--- config.mk ---
export PLATFORM = sky130hd
export DESIGN_NAME = multicycle_fsm
export DESIGN_NICKNAME = d
export VERILOG_FILES = /design/src/rtl/multicycle_fsm.sv
export SDC_FILE = /design/constraint.sdc
export NUM_CORES = 1
export LEC_CHECK = 0
export ABC_CLOCK_PERIOD_IN_PS = 2800
export CELL_PAD_IN_SITES_DETAIL_PLACEMENT = 0
export CELL_PAD_IN_SITES_GLOBAL_PLACEMENT = 2
export CORE_UTILIZATION = 24
export DETAILED_ROUTE_END_ITERATION = 7
export GPL_ROUTABILITY_DRIVEN = 0
export GPL_TIMING_DRIVEN = 0
export MAX_ROUTING_LAYER = met4
export PLACE_DENSITY = 0.76
export SLEW_MARGIN = 20
export SYNTH_ARGS = -nofsm -noshare
export SYNTH_HDL_FRONTEND = slang
export SYNTH_SLANG_ARGS = --single-unit
--- constraint.sdc ---
create_clock -name clk -period 2.8 [get_ports clk]
set_input_delay 0.28 -clock clk [delete_from_list [all_inputs] [get_ports clk]]
set_output_delay 0.28 -clock clk [all_outputs]
set_load 0.02 [all_outputs]
--- src/rtl/multicycle_fsm.sv ---
// Main sequencing FSM of the multi-cycle RV32I core: drives datapath strobes per state,
// stretches memory states on mem_ready and traps unsupported opcodes or a stalled bus.
module multicycle_fsm #(
    parameter int MAX_WAIT = 15,
    parameter int WAIT_W   = 4
) (
    input  logic       clk,
    input  logic       rst_n,
    input  logic [6:0] op,
    input  logic [2:0] funct3,
    input  logic       zero,
    input  logic       lt,
    input  logic       ltu,
    input  logic       mem_ready,
    output logic       pc_write,
    output logic       adr_src,
    output logic       mem_read,
    output logic       mem_write,
    output logic       ir_write,
    output logic [1:0] result_src,
    output logic [1:0] alu_src_a,
    output logic [1:0] alu_src_b,
    output logic [1:0] alu_op,
    output logic [2:0] imm_src,
    output logic       reg_write,
    output logic       illegal_op,
    output logic       bus_timeout,
    output logic [4:0] state_o
);

    localparam logic [6:0] OP_LOAD   = 7'b0000011;
    localparam logic [6:0] OP_STORE  = 7'b0100011;
    localparam logic [6:0] OP_R      = 7'b0110011;
    localparam logic [6:0] OP_I      = 7'b0010011;
    localparam logic [6:0] OP_BRANCH = 7'b1100011;
    localparam logic [6:0] OP_JAL    = 7'b1101111;
    localparam logic [6:0] OP_JALR   = 7'b1100111;
    localparam logic [6:0] OP_LUI    = 7'b0110111;
    localparam logic [6:0] OP_AUIPC  = 7'b0010111;

    localparam logic              TIMEOUT_EN = (MAX_WAIT != 0);
    localparam logic [WAIT_W-1:0] WAIT_LIMIT = WAIT_W'(MAX_WAIT);

    typedef enum logic [4:0] {
        S_RST      = 5'd0,
        S_FETCH    = 5'd1,
        S_DECODE   = 5'd2,
        S_MEMADR   = 5'd3,
        S_MEMREAD  = 5'd4,
        S_MEMWB    = 5'd5,
        S_MEMWRITE = 5'd6,
        S_EXECR    = 5'd7,
        S_EXECI    = 5'd8,
        S_ALUWB    = 5'd9,
        S_BRANCH   = 5'd10,
        S_JAL      = 5'd11,
        S_JALR     = 5'd12,
        S_JALR2    = 5'd13,
        S_LUI      = 5'd14,
        S_AUIPC    = 5'd15,
        S_ILLEGAL  = 5'd16,
        S_TIMEOUT  = 5'd17
    } state_t;

    state_t            state_q, state_d;
    logic [WAIT_W-1:0] wait_q, wait_d;
    logic              in_mem_state;
    logic              wait_expired;
    logic              branch_taken;
    logic              branch_f3_bad;

    always_ff @(posedge clk or negedge rst_n) begin
        if (!rst_n) begin
            state_q <= S_RST;
            wait_q  <= '0;
        end else begin
            state_q <= state_d;
            wait_q  <= wait_d;
        end
    end

    assign in_mem_state  = (state_q == S_FETCH) || (state_q == S_MEMREAD) || (state_q == S_MEMWRITE);
    // A ready in the limit cycle still completes the access.
    assign wait_expired  = TIMEOUT_EN && !mem_ready && (wait_q == WAIT_LIMIT);
    assign branch_f3_bad = (funct3[2:1] == 2'b01);

    always_comb begin
        branch_taken = 1'b0;
        case (funct3)
            3'b000:  branch_taken = zero;
            3'b001:  branch_taken = !zero;
            3'b100:  branch_taken = lt;
            3'b101:  branch_taken = !lt;
            3'b110:  branch_taken = ltu;
            3'b111:  branch_taken = !ltu;
            default: branch_taken = 1'b0;
        endcase
    end

    always_comb begin
        state_d = state_q;
        case (state_q)
            S_RST:    state_d = S_FETCH;
            S_FETCH: begin
                if (mem_ready)         state_d = S_DECODE;
                else if (wait_expired) state_d = S_TIMEOUT;
            end
            S_DECODE: begin
                case (op)
                    OP_LOAD, OP_STORE: state_d = S_MEMADR;
                    OP_R:              state_d = S_EXECR;
                    OP_I:              state_d = S_EXECI;
                    OP_BRANCH:         state_d = S_BRANCH;
                    OP_JAL:            state_d = S_JAL;
                    OP_JALR:           state_d = S_JALR;
                    OP_LUI:            state_d = S_LUI;
                    OP_AUIPC:          state_d = S_AUIPC;
                    default:           state_d = S_ILLEGAL;
                endcase
            end
            S_MEMADR: state_d = op[5] ? S_MEMWRITE : S_MEMREAD;
            S_MEMREAD: begin
                if (mem_ready)         state_d = S_MEMWB;
                else if (wait_expired) state_d = S_TIMEOUT;
            end
            S_MEMWB:  state_d = S_FETCH;
            S_MEMWRITE: begin
                if (mem_ready)         state_d = S_FETCH;
                else if (wait_expired) state_d = S_TIMEOUT;
            end
            S_EXECR, S_EXECI: state_d = S_ALUWB;
            S_ALUWB:  state_d = S_FETCH;
            S_BRANCH: state_d = branch_f3_bad ? S_ILLEGAL : S_FETCH;
            S_JAL:    state_d = S_ALUWB;
            S_JALR:   state_d = S_JALR2;
            S_JALR2:  state_d = S_ALUWB;
            S_LUI, S_AUIPC: state_d = S_ALUWB;
            S_ILLEGAL: state_d = S_ILLEGAL;
            S_TIMEOUT: state_d = S_TIMEOUT;
            default:   state_d = S_RST;
        endcase
    end

    // Stall counter restarts on every state change, so each memory access gets a fresh budget.
    always_comb begin
        wait_d = wait_q;
        if (state_d != state_q) begin
            wait_d = '0;
        end else if (in_mem_state && !mem_ready) begin
            wait_d = wait_q + WAIT_W'(1);
        end
    end

    always_comb begin
        pc_write    = 1'b0;
        adr_src     = 1'b0;
        mem_read    = 1'b0;
        mem_write   = 1'b0;
        ir_write    = 1'b0;
        result_src  = 2'b00;
        alu_src_a   = 2'b00;
        alu_src_b   = 2'b00;
        alu_op      = 2'b00;
        reg_write   = 1'b0;
        illegal_op  = 1'b0;
        bus_timeout = 1'b0;
        case (state_q)
            S_FETCH: begin
                mem_read   = 1'b1;
                alu_src_b  = 2'b10;
                result_src = 2'b10;
                ir_write   = mem_ready;
                pc_write   = mem_ready;
            end
            S_DECODE: begin
                alu_src_a = 2'b01;
                alu_src_b = 2'b01;
            end
            S_MEMADR: begin
                alu_src_a = 2'b10;
                alu_src_b = 2'b01;
            end
            S_MEMREAD: begin
                mem_read = 1'b1;
                adr_src  = 1'b1;
            end
            S_MEMWB: begin
                result_src = 2'b01;
                reg_write  = 1'b1;
            end
            S_MEMWRITE: begin
                mem_write = 1'b1;
                adr_src   = 1'b1;
            end
            S_EXECR: begin
                alu_src_a = 2'b10;
                alu_op    = 2'b10;
            end
            S_EXECI: begin
                alu_src_a = 2'b10;
                alu_src_b = 2'b01;
                alu_op    = 2'b10;
            end
            S_ALUWB: reg_write = 1'b1;
            S_BRANCH: begin
                alu_src_a = 2'b10;
                alu_op    = 2'b01;
                pc_write  = branch_taken && !branch_f3_bad;
            end
            S_JAL: begin
                alu_src_a = 2'b01;
                alu_src_b = 2'b10;
                pc_write  = 1'b1;
            end
            S_JALR: begin
                alu_src_a = 2'b10;
                alu_src_b = 2'b01;
            end
            S_JALR2: begin
                alu_src_a = 2'b01;
                alu_src_b = 2'b10;
                pc_write  = 1'b1;
            end
            S_LUI: begin
                alu_src_a = 2'b11;
                alu_src_b = 2'b01;
            end
            S_AUIPC: begin
                alu_src_a = 2'b01;
                alu_src_b = 2'b01;
            end
            S_ILLEGAL: illegal_op  = 1'b1;
            S_TIMEOUT: bus_timeout = 1'b1;
            default: ;
        endcase
    end

    always_comb begin
        imm_src = 3'b000;
        case (op)
            OP_STORE:         imm_src = 3'b001;
            OP_BRANCH:        imm_src = 3'b010;
            OP_JAL:           imm_src = 3'b011;
            OP_LUI, OP_AUIPC: imm_src = 3'b100;
            default:          imm_src = 3'b000;
        endcase
    end

    assign state_o = state_q;

endmodule
==> results of run 1 <==
how the worst max path moves through the flow:
stage               startpoint        end  slack, ns  cells past startpoint
floorplan           state_o[0]   ir_write       0.56                      5
global placement    state_o[3]   pc_write      -0.03                      8
detailed placement  state_o[3]   pc_write      -0.07                      8
CTS                 state_o[3]   ir_write      0.006                      6
global route        state_o[1]  alu_op[1]       0.05                      7
finish              state_o[0]   pc_write       0.14                      4
logic make-up after synthesis:
group / count (synthesis)
XOR/XNOR: 7
AO/OA/AOI/OAI: 42
buffers and inverters: 20
AND/OR/NAND/NOR: 89
adder cells (fa/ha/maj): 1
multiplexers: 2
flip-flops: 9
cell type report:
cell class,instances,share of cell area (%)
plain buffers,12,3.21
clock buffers,4,2.62
inverters,5,1.09
multi-input cells,141,52.4
flip-flops and latches,9,13.1
well taps,67,4.88
repair buffers,39,22.7
power groups by stage:
stage,Clock (W),Combinational [W],Sequential (W)
after floorplan,0,0.000669,0.000230
after global placement,0,0.00108,0.000208
after detailed placement,0,0.00109,0.000210
after CTS,0.000150,0.00108,0.000208
after global routing,0.000159,0.00118,0.000219
final,0.000145,0.00109,0.000214
worst max-delay path, delay by kind of cell (launching register included):
family          cells  cell delay (ns)
compound gates      1             0.40
buf+inv             2             0.90
flops               1             0.38
simple gates        1             0.46
cell usage after synthesis, drive strengths merged (2+ instances only):
library cell / count
nand2b: 6
nor2b: 2
nor2: 18
nand4: 4
or3: 3
o21ai: 7
xnor2: 4
clkbuf: 13
nand3: 5
or2: 3
a211oi: 4
nor4b: 3
nor4bb: 2
nor4: 3
a21o: 3
mux2i: 2
a31oi: 3
and4b: 2
a22oi: 2
and2: 3
nand2: 14
a21oi: 11
nor3b: 4
dfrtp: 9
or3b: 2
nor3: 11
buf: 2
xor2: 3
inv: 5
registers in the layout (all words and copies together), names as in the netlist:
register,cells
wait_q,4
state_o,5
metrics by stage:
stage | instances | utilization, % | hold slack (ns)
finish | 277 | 36.1 | 0.347
global route | 277 | 36.1 | 0.370
CTS | 278 | 35.8 | 0.361
detailed placement | 276 | 35.0 | 0.585
global placement | 276 | 35.0 | 0.571
floorplan | 170 | - | -0.0156
layer usage:
layer / share of wire [%] / vias up / wire [um]
met5: 0 / - / 0
met4: 0.44 / 0 / 17
met3: 4.5 / 2 / 177
met2: 45 / 43 / 1760
met1: 50 / 627 / 1950
li1: - / 708 / -
layout by cell type (no fill, tap or decap), types with 2 or more instances in the layout:
| cell type | n |
|---|---|
| clkbuf_2 | 4 |
| nor2b_1 | 2 |
| inv_1 | 5 |
| or3_1 | 2 |
| nand2b_1 | 5 |
| mux2i_1 | 2 |
| nor4b_1 | 3 |
| dfrtp_1 | 9 |
| and4b_1 | 2 |
| a211oi_1 | 4 |
| a31oi_1 | 3 |
| or2_2 | 3 |
| clkbuf_1 | 7 |
| nand3_1 | 5 |
| a21oi_1 | 11 |
| nor3_1 | 10 |
| clkbuf_8 | 3 |
| o21ai_0 | 7 |
| xnor2_1 | 4 |
| nor2_1 | 18 |
| nor4_1 | 3 |
| nor3b_1 | 4 |
| clkdlybuf4s50_1 | 38 |
| nor4bb_1 | 2 |
| a22oi_1 | 2 |
| nand2_1 | 14 |
| nand4_1 | 4 |
| a21o_1 | 3 |
| xor2_1 | 3 |
| and2_1 | 3 |
==> qor.yml, run 1 <==
timing:
  worstMarginPinSlew_ns: 0.517
  fin_crit_ns: 2.66
  timing.final.hold_violations: 0
  slew_violations: 0
  setup_violations: 0
  slew_headroom_pct: 65.5
  fmax_mhz: 376
  clock_skew_ns: 0.00266
  grt_setup_unrepaired: "no"
  setup_slack_ns: 0.142
  fin_crit_sh_pct: 94.9
  setup_tns_ns: 0
yosys:
  synth_xor_area_share_pct: 5.15
  syn_inst: 170
  synth_area_per_cell_sq_um: 7.01
  yosysTopAreaCell: "dfrtp_1"
  synth.distinct_cells: 49
  synth_ff_type: "dfrtp_1"
  synth_compound_area_share_pct: 24.8
  synthArstFlopShare_pct: 100
  synthMuxAreaShare_pct: 1.68
  ys_seq_elements: 9
  synth_edf_count: 0
  yosys_warnings: 0
  synth.cell_area_sq_mm: 0.00119
  ys_top_cells_by_area: "dfrtp_1, nor2_1, a21oi_1, nor3_1, nand2_1"
  synth_top_area_share_pct: 18.9
  synthAdderAreaFrac_pct: 1.05
  yosysSeqAreaShare_pct: 18.9
  synthSimpleGateAreaFrac_pct: 42.0
  synth_top_family_by_area: "simple AND/OR/NAND/NOR gates"
  syn_nets: 187
route:
  drt_wl_total_um: 3900
  drt-initial-drc-count: 130
  vias: 1380
  wl_per_cell_um: 14.1
  drt_pass1_iterations: 4
  drc: 0
  drt.antenna.violating_nets: 0
  via_per_inst: 4.98
power_and_ir_drop:
  pwr-share-comb_pct: 75.2
  p_int_w: 0.000719
  finalPower_w: 0.00145
  switching_share_pct: 50.3
  p_per_area_mw_per_mm2: 842
  p_sw_w: 0.000726
  seq_power_share_pct: 14.8
  p_leak_nw: 0.658
  p_clk_share_pct: 10.1
  irDropWorstVdd_uv: 206
clocking:
  clk_latency_ns: 0.23
  cts_max_path_buffers: 2
  clk_pin_slew_ns: 0.04
  cts_buffers: 3
  cts_tree: "done"
  htreeDepth: 1
  cts.sink_count: 9
  post-cts-setup-buffers: 0
  post_cts_resized: 3
  root_buffer: "clkbuf_8"
  cts_hold_buf: 0
grt:
  grt_pass1_wl_um: 6270
  grt_max_degree: 20
  grt_use_met1_pct: 21.5
  grt_pass1_vias: 1250
  met3_usage_pct: 1.81
  grt_use_total_pct: 15.6
  overflow: 0
  grt.busiest_layer: "met2"
  antenna_found_initial: 0
  use_met2_pct: 25.3
setup_path:
  worstPathArrival_ns: 2.38
  worst-r2r-setup-slack_ns: 0.37
  crit_path_start_kind: "register"
  crit-reg2reg-capture: "wait_q[2]"
  worstPathMaxFanout: 19
  cpMaxStageDelayCell: "clkdlybuf4s50_1"
  reg2regPathDepth: 6
  path_class: "register to output port"
  path_cells: "buf_2, or3b_1, o32ai_1, clkdlybuf4s50_1"
  cp_slowest_stage_delay_ns: 0.67
  r2r-start: "state_o[1]"
  required_ns: 2.52
  end_kind: "output port"
run:
  max_cap_viol_count: 0
final_layout:
  diodes: 0
  drive_above_1_share_pct: 8.57
  final_area_sq_mm: 0.00172
  seqCellArea_sq_um: 225
  nets: 228
  layout-area-overhead-vs-synth_pct: 44.1
  multi_input_area_sq_um: 900
  nFillCells: 536
placement:
  dp.final_hpwl_um: 3040
  dp_slack_ns: -0.0683
  portBuffers: 39
  dpl_cell_area_sq_mm: 0.00167
hold_path:
  hold_path.class: "input pin to asynchronous set/reset pin"
floorplan:
  die_area_sq_mm: 0.00525
  initial_core_util_pct: 25.1
  fp-row-count: 25
  ios: 40
  fp.dieH_um: 72.5
  core_area_sq_mm: 0.00475
  die_w_um: 72.5
run_status:
  outcome: "finished, final reports clean"
Note: power is estimated with default switching activity, not from simulation.
==> run 2: changes to the inputs <==
--- a/config.mk
+++ b/config.mk
@@ -13,7 +13,7 @@
 export GPL_ROUTABILITY_DRIVEN = 0
 export GPL_TIMING_DRIVEN = 0
 export MAX_ROUTING_LAYER = met4
-export PLACE_DENSITY = 0.76
+export PLACE_DENSITY_LB_ADDON = 0.1
 export SLEW_MARGIN = 20
 export SYNTH_ARGS = -nofsm -noshare
 export SYNTH_HDL_FRONTEND = slang
==> run 2 against run 1 <==
  * Combinational power hardly changed
  * Via count increased by 3.8%
  * Critical path type unchanged
  * Clock skew barely moved
  * Critical path depth rose by 2
  * Setup slack lost 0.016 ns
  * Register-to-register slack worse by 0.03 ns
  * Clock power up 4%
  * Largest power group unchanged
  * Sequential cell count unchanged
==> qor.yml, run 2 (same netlist as run 1, synthesis figures left out) <==
timing:
  clock_skew_ns: 0.00250
  setup_slack_ns: 0.126
  timing.final.hold_violations: 0
  fin_crit_sh_pct: 95.5
  slew_headroom_pct: 64.0
  setup_tns_ns: 0
  fmax_mhz: 374
  slew_violations: 0
  grt_setup_unrepaired: "yes"
  setup_violations: 0
  fin_hold_ws_ns: 0.335
  worstMarginPinSlew_ns: 0.540
  fin_crit_ns: 2.67
setup_path:
  worstPathMaxFanout: 8
  path_cells: "clkbuf_1, or2_2, clkbuf_1, nor3_1, and2_1, clkdlybuf4s50_1"
  path_class: "register to output port"
  cp_slowest_stage_delay_ns: 0.62
  crit_path_start_kind: "register"
  crit-reg2reg-capture: "wait_q[0]"
  path_common_cell: "clkbuf_1"
  cpMaxStageDelayCell: "clkdlybuf4s50_1"
  reg2regPathDepth: 7
  end_kind: "output port"
  worstPathArrival_ns: 2.39
  required_ns: 2.52
  r2r-start: "state_o[0]"
  worst-r2r-setup-slack_ns: 0.34
placement:
  dp.cells: 276
  dp.final_hpwl_um: 3200
  dp_slack_ns: 0.0180
  dpl_cell_area_sq_mm: 0.00167
  portBuffers: 39
hold_path:
  hold_path.class: "input pin to asynchronous set/reset pin"
route:
  via_per_inst: 5.15
  drt_pass1_iterations: 4
  vias: 1433
  drt-initial-drc-count: 80
  drc: 0
  drt.antenna.violating_nets: 0
  wl_per_cell_um: 14.8
  drt_wl_total_um: 4110
clocking:
  cts_buffers: 3
  htreeDepth: 1
  cts_max_path_buffers: 2
  post-cts-setup-buffers: 0
  clk_pin_slew_ns: 0.04
  cts_hold_buf: 0
  root_buffer: "clkbuf_8"
  cts.sink_count: 9
  cts_tree: "done"
  clk_latency_ns: 0.23
grt:
  grt_use_total_pct: 16.8
  antenna_found_initial: 0
  grt_pass1_wl_um: 6680
  grt_pass1_vias: 1345
  overflow: 0
  grt_max_degree: 20
final_layout:
  drive_above_1_share_pct: 7.58
  diodes: 0
  final_cell_mix: "clkdlybuf4s50_1, nor2_1, nand2_1"
  layout-area-overhead-vs-synth_pct: 43.8
  fin_cells: 278
  nFillCells: 539
  final_area_sq_mm: 0.00171
  final_common_cell: "clkdlybuf4s50_1"
  nets: 229
  largest_reg_flops: 5
power_and_ir_drop:
  p_leak_nw: 0.673
  irDropWorstVdd_uv: 242
  p_per_area_mw_per_mm2: 842
floorplan:
  fp-row-count: 25
  core_area_sq_mm: 0.00475
  initial_core_util_pct: 25.1
  die_area_sq_mm: 0.00525
  ios: 40
  die_w_um: 72.5
  fp.dieH_um: 72.5
run_status:
  outcome: "finished, final reports clean"
run:
  max_cap_viol_count: 0
run 2: cell types whose count changed in the layout (fill, tap and decap cells not counted):
cell             delta
or3_4               -1
nor3_1              +1
dlymetal6s2s_1      +1
clkbuf_1            +1
clkdlybuf4s50_1     -1
or3_1               +1
nor3_2              -1
run 2: worst max path at each step:
stage,start,end,slack [ns],depth (start not counted)
after global placement,state_o[3],pc_write,-0.0004,8
after floorplan,state_o[0],ir_write,0.56,5
after global routing,state_o[3],pc_write,-0.01,7
after detailed placement,state_o[3],pc_write,0.02,8
after CTS,state_o[3],illegal_op,0.04,6
final,state_o[3],ir_write,0.13,6
run 2: metrics by stage:
step | power [W] | utilization, %
floorplan | 0.000899 | -
global placement | 0.00129 | 35.0
detailed placement | 0.00130 | 35.0
CTS | 0.00145 | 35.9
global route | 0.00156 | 36.0
finish | 0.00144 | 36.0
run 2: layout make-up:
class / count / area (sq um) / share of cell area [%]
inverters: 5 / 18.8 / 1.10
repair buffers: 39 / 392 / 22.9
clock buffers: 4 / 45.0 / 2.63
multi-input cells: 141 / 890 / 51.9
plain buffers: 13 / 58.8 / 3.43
flip-flops and latches: 9 / 225 / 13.1
well taps: 67 / 83.8 / 4.89
run 2: report_power, final:
part	internal [W]	switching, W
combinational	0.000450	0.000630
sequential	0.000163	0.0000469
clock	0.0000993	0.0000521
total	0.000713	0.000729
run 2: worst max-delay path: cells and delay by family (launching register included):
kind          cells  cell delay [ns]
flops             1             0.37
simple gates      3             0.77
buf+inv           3             1.00
run 2: metal layers:
layer / GRT usage, % / vias up / routed length, um
li1: - / 708 / -
met1: 22.4 / 674 / 1990
met2: 26.9 / 46 / 1920
met3: 0.972 / 5 / 133
met4: 5.88 / 0 / 58
met5: - / - / 0
run 2: repair_timing:
item / CTS / global route
gates cloned: 0 / 0
resized for setup: 4 / 7
pin swaps: 0 / 0
endpoints found under the hold margin: 0 / 0
endpoints found under the setup margin: 8 / 6
==> run 3: changes to the inputs <==
--- a/config.mk
+++ b/config.mk
@@ -12,7 +12,6 @@
 export DETAILED_ROUTE_END_ITERATION = 7
 export GPL_ROUTABILITY_DRIVEN = 0
 export GPL_TIMING_DRIVEN = 0
-export MAX_ROUTING_LAYER = met4
 export PLACE_DENSITY_LB_ADDON = 0.1
 export SLEW_MARGIN = 20
 export SYNTH_ARGS = -nofsm -noshare
==> run 3 against run 2 <==
  * Global-route usage fell by 0.46 points
  * Setup slack improved by 0.0033 ns
  * Count of clock-buffer cells in the layout did not move
  * Sequential cell count did not move
  * Utilization did not move
  * Die area did not move
  * Clock skew fell by 0.0011 ns
  * Total power barely moved
==> qor.yml, run 3 (same netlist as run 1, synthesis figures left out) <==
timing:
  worstMarginPinSlew_ns: 0.538
  grt_setup_unrepaired: "yes"
  timing.final.hold_violations: 0
  clock_skew_ns: 0.00144
  setup_slack_ns: 0.129
  slew_violations: 0
  fin_crit_sh_pct: 95.4
  setup_violations: 0
  slew_headroom_pct: 64.1
  fmax_mhz: 374
  fin_crit_ns: 2.67
floorplan:
  core_area_sq_mm: 0.00475
  fp-row-count: 25
  ios: 40
  initial_core_util_pct: 25.1
  die_area_sq_mm: 0.00525
  die_w_um: 72.5
  fp.dieH_um: 72.5
route:
  drt.antenna.violating_nets: 0
  drc: 0
  via_per_inst: 5.17
  wl_per_cell_um: 14.8
  drt_wl_total_um: 4130
  drt_pass1_iterations: 6
  drt-initial-drc-count: 82
  vias: 1436
run:
  max_cap_viol_count: 0
clocking:
  htreeDepth: 1
  root_buffer: "clkbuf_8"
  cts_max_path_buffers: 2
  post-cts-setup-buffers: 0
  cts_hold_buf: 0
  clk_pin_slew_ns: 0.04
  cts_buffers: 3
  clk_latency_ns: 0.23
  cts_tree: "done"
  cts.sink_count: 9
setup_path:
  end_kind: "output port"
  path_common_cell: "clkbuf_1"
  required_ns: 2.52
  crit_path_start_kind: "register"
  worstPathArrival_ns: 2.39
  path_cells: "clkbuf_1, or2_2, clkbuf_1, nor3_1, and2_1, clkdlybuf4s50_1"
  worstPathMaxFanout: 8
  worst-r2r-setup-slack_ns: 0.34
  crit_family: "buffers and inverters"
  cp_slowest_stage_delay_ns: 0.62
  cpMaxStageDelayCell: "clkdlybuf4s50_1"
  path_class: "register to output port"
  cp_num_buf_inv: 3
run_status:
  outcome: "finished, final reports clean"
final_layout:
  layout-area-overhead-vs-synth_pct: 43.8
  fin_cells: 278
  largest_reg_flops: 5
  final_common_cell: "clkdlybuf4s50_1"
  diodes: 0
  final_cell_mix: "clkdlybuf4s50_1, nor2_1, nand2_1"
  final_area_sq_mm: 0.00171
  drive_above_1_share_pct: 7.58
  nets: 229
  nFillCells: 539
power_and_ir_drop:
  pwr-share-comb_pct: 74.9
  irDropWorstVdd_uv: 241
  switching_share_pct: 50.6
  p_clk_share_pct: 10.5
  p_per_area_mw_per_mm2: 842
  seq_power_share_pct: 14.6
  p_int_w: 0.000713
  p_sw_w: 0.000730
  p_leak_nw: 0.673
placement:
  dp.cells: 276
  dp.final_hpwl_um: 3200
  portBuffers: 39
  dp_slack_ns: 0.0180
  dpl_cell_area_sq_mm: 0.00167
grt:
  grt_max_degree: 20
  use_met2_pct: 26.8
  grt_pass1_wl_um: 6690
  grt_pass1_vias: 1334
  met3_usage_pct: 0.972
  grt_use_total_pct: 16.3
  grt_use_met1_pct: 22.6
  antenna_found_initial: 0
  overflow: 0
  grt.busiest_layer: "met2"
hold_path:
  hold_path.class: "input pin to asynchronous set/reset pin"
-- run 3: cell counts in the layout (fill, tap and decap cells not counted) --
No cell type changed its count.
-- run 3: worst paths after layout --
path | startpoint | cells after the start | end
setup / recovery | state_o[3] | 6 | ir_write
hold / removal | rst_n | 1 | state_o[0]
setup reg to reg | state_o[0] | 7 | wait_q[0]
hold reg to reg | wait_q[0] | 2 | wait_q[0]
max in group asynchronous | rst_n | 1 | wait_q[0]
min in group clk | wait_q[0] | 2 | wait_q[0]
-- run 3: final cells by class --
cell class	instances	area, sq um	share of cell area (%)
flip-flops and latches	9	225	13.1
well taps	67	83.8	4.89
plain buffers	13	58.8	3.43
inverters	5	18.8	1.10
multi-input cells	141	890	51.9
clock buffers	4	45.0	2.63
repair buffers	39	392	22.9
-- run 3: metrics by stage --
stage	hold slack [ns]	total power (W)	utilization (%)	setup TNS, ns
final	0.338	0.00144	36.0	0
after global routing	0.365	0.00156	36.0	-0.0187
after CTS	0.346	0.00145	35.9	0
after detailed placement	0.579	0.00130	35.0	0
after global placement	0.570	0.00129	35.0	-0.000409
after floorplan	-0.0156	0.000899	-	0
-- run 3: metal layers --
layer | up-vias | wire [um]
li1 | 711 | -
met1 | 669 | 1960
met2 | 51 | 1920
met3 | 5 | 187
met4 | 0 | 59
met5 | - | 0
-- run 3: repair_timing --
item / in CTS / in global routing
endpoints found under the hold margin: 0 / 0
gates resized for setup: 4 / 7
endpoints found under the setup margin: 8 / 7
-- run 3: power groups by stage --
stage          Clock [W]  Combinational [W]  Sequential (W)
3_5_place_dp           0            0.00109        0.000213
5_1_grt         0.000165            0.00118        0.000219
6_report        0.000151            0.00108        0.000211
4_1_cts         0.000156            0.00108        0.000212
2_1_floorplan          0           0.000669        0.000230
3_3_place_gp           0            0.00108        0.000213
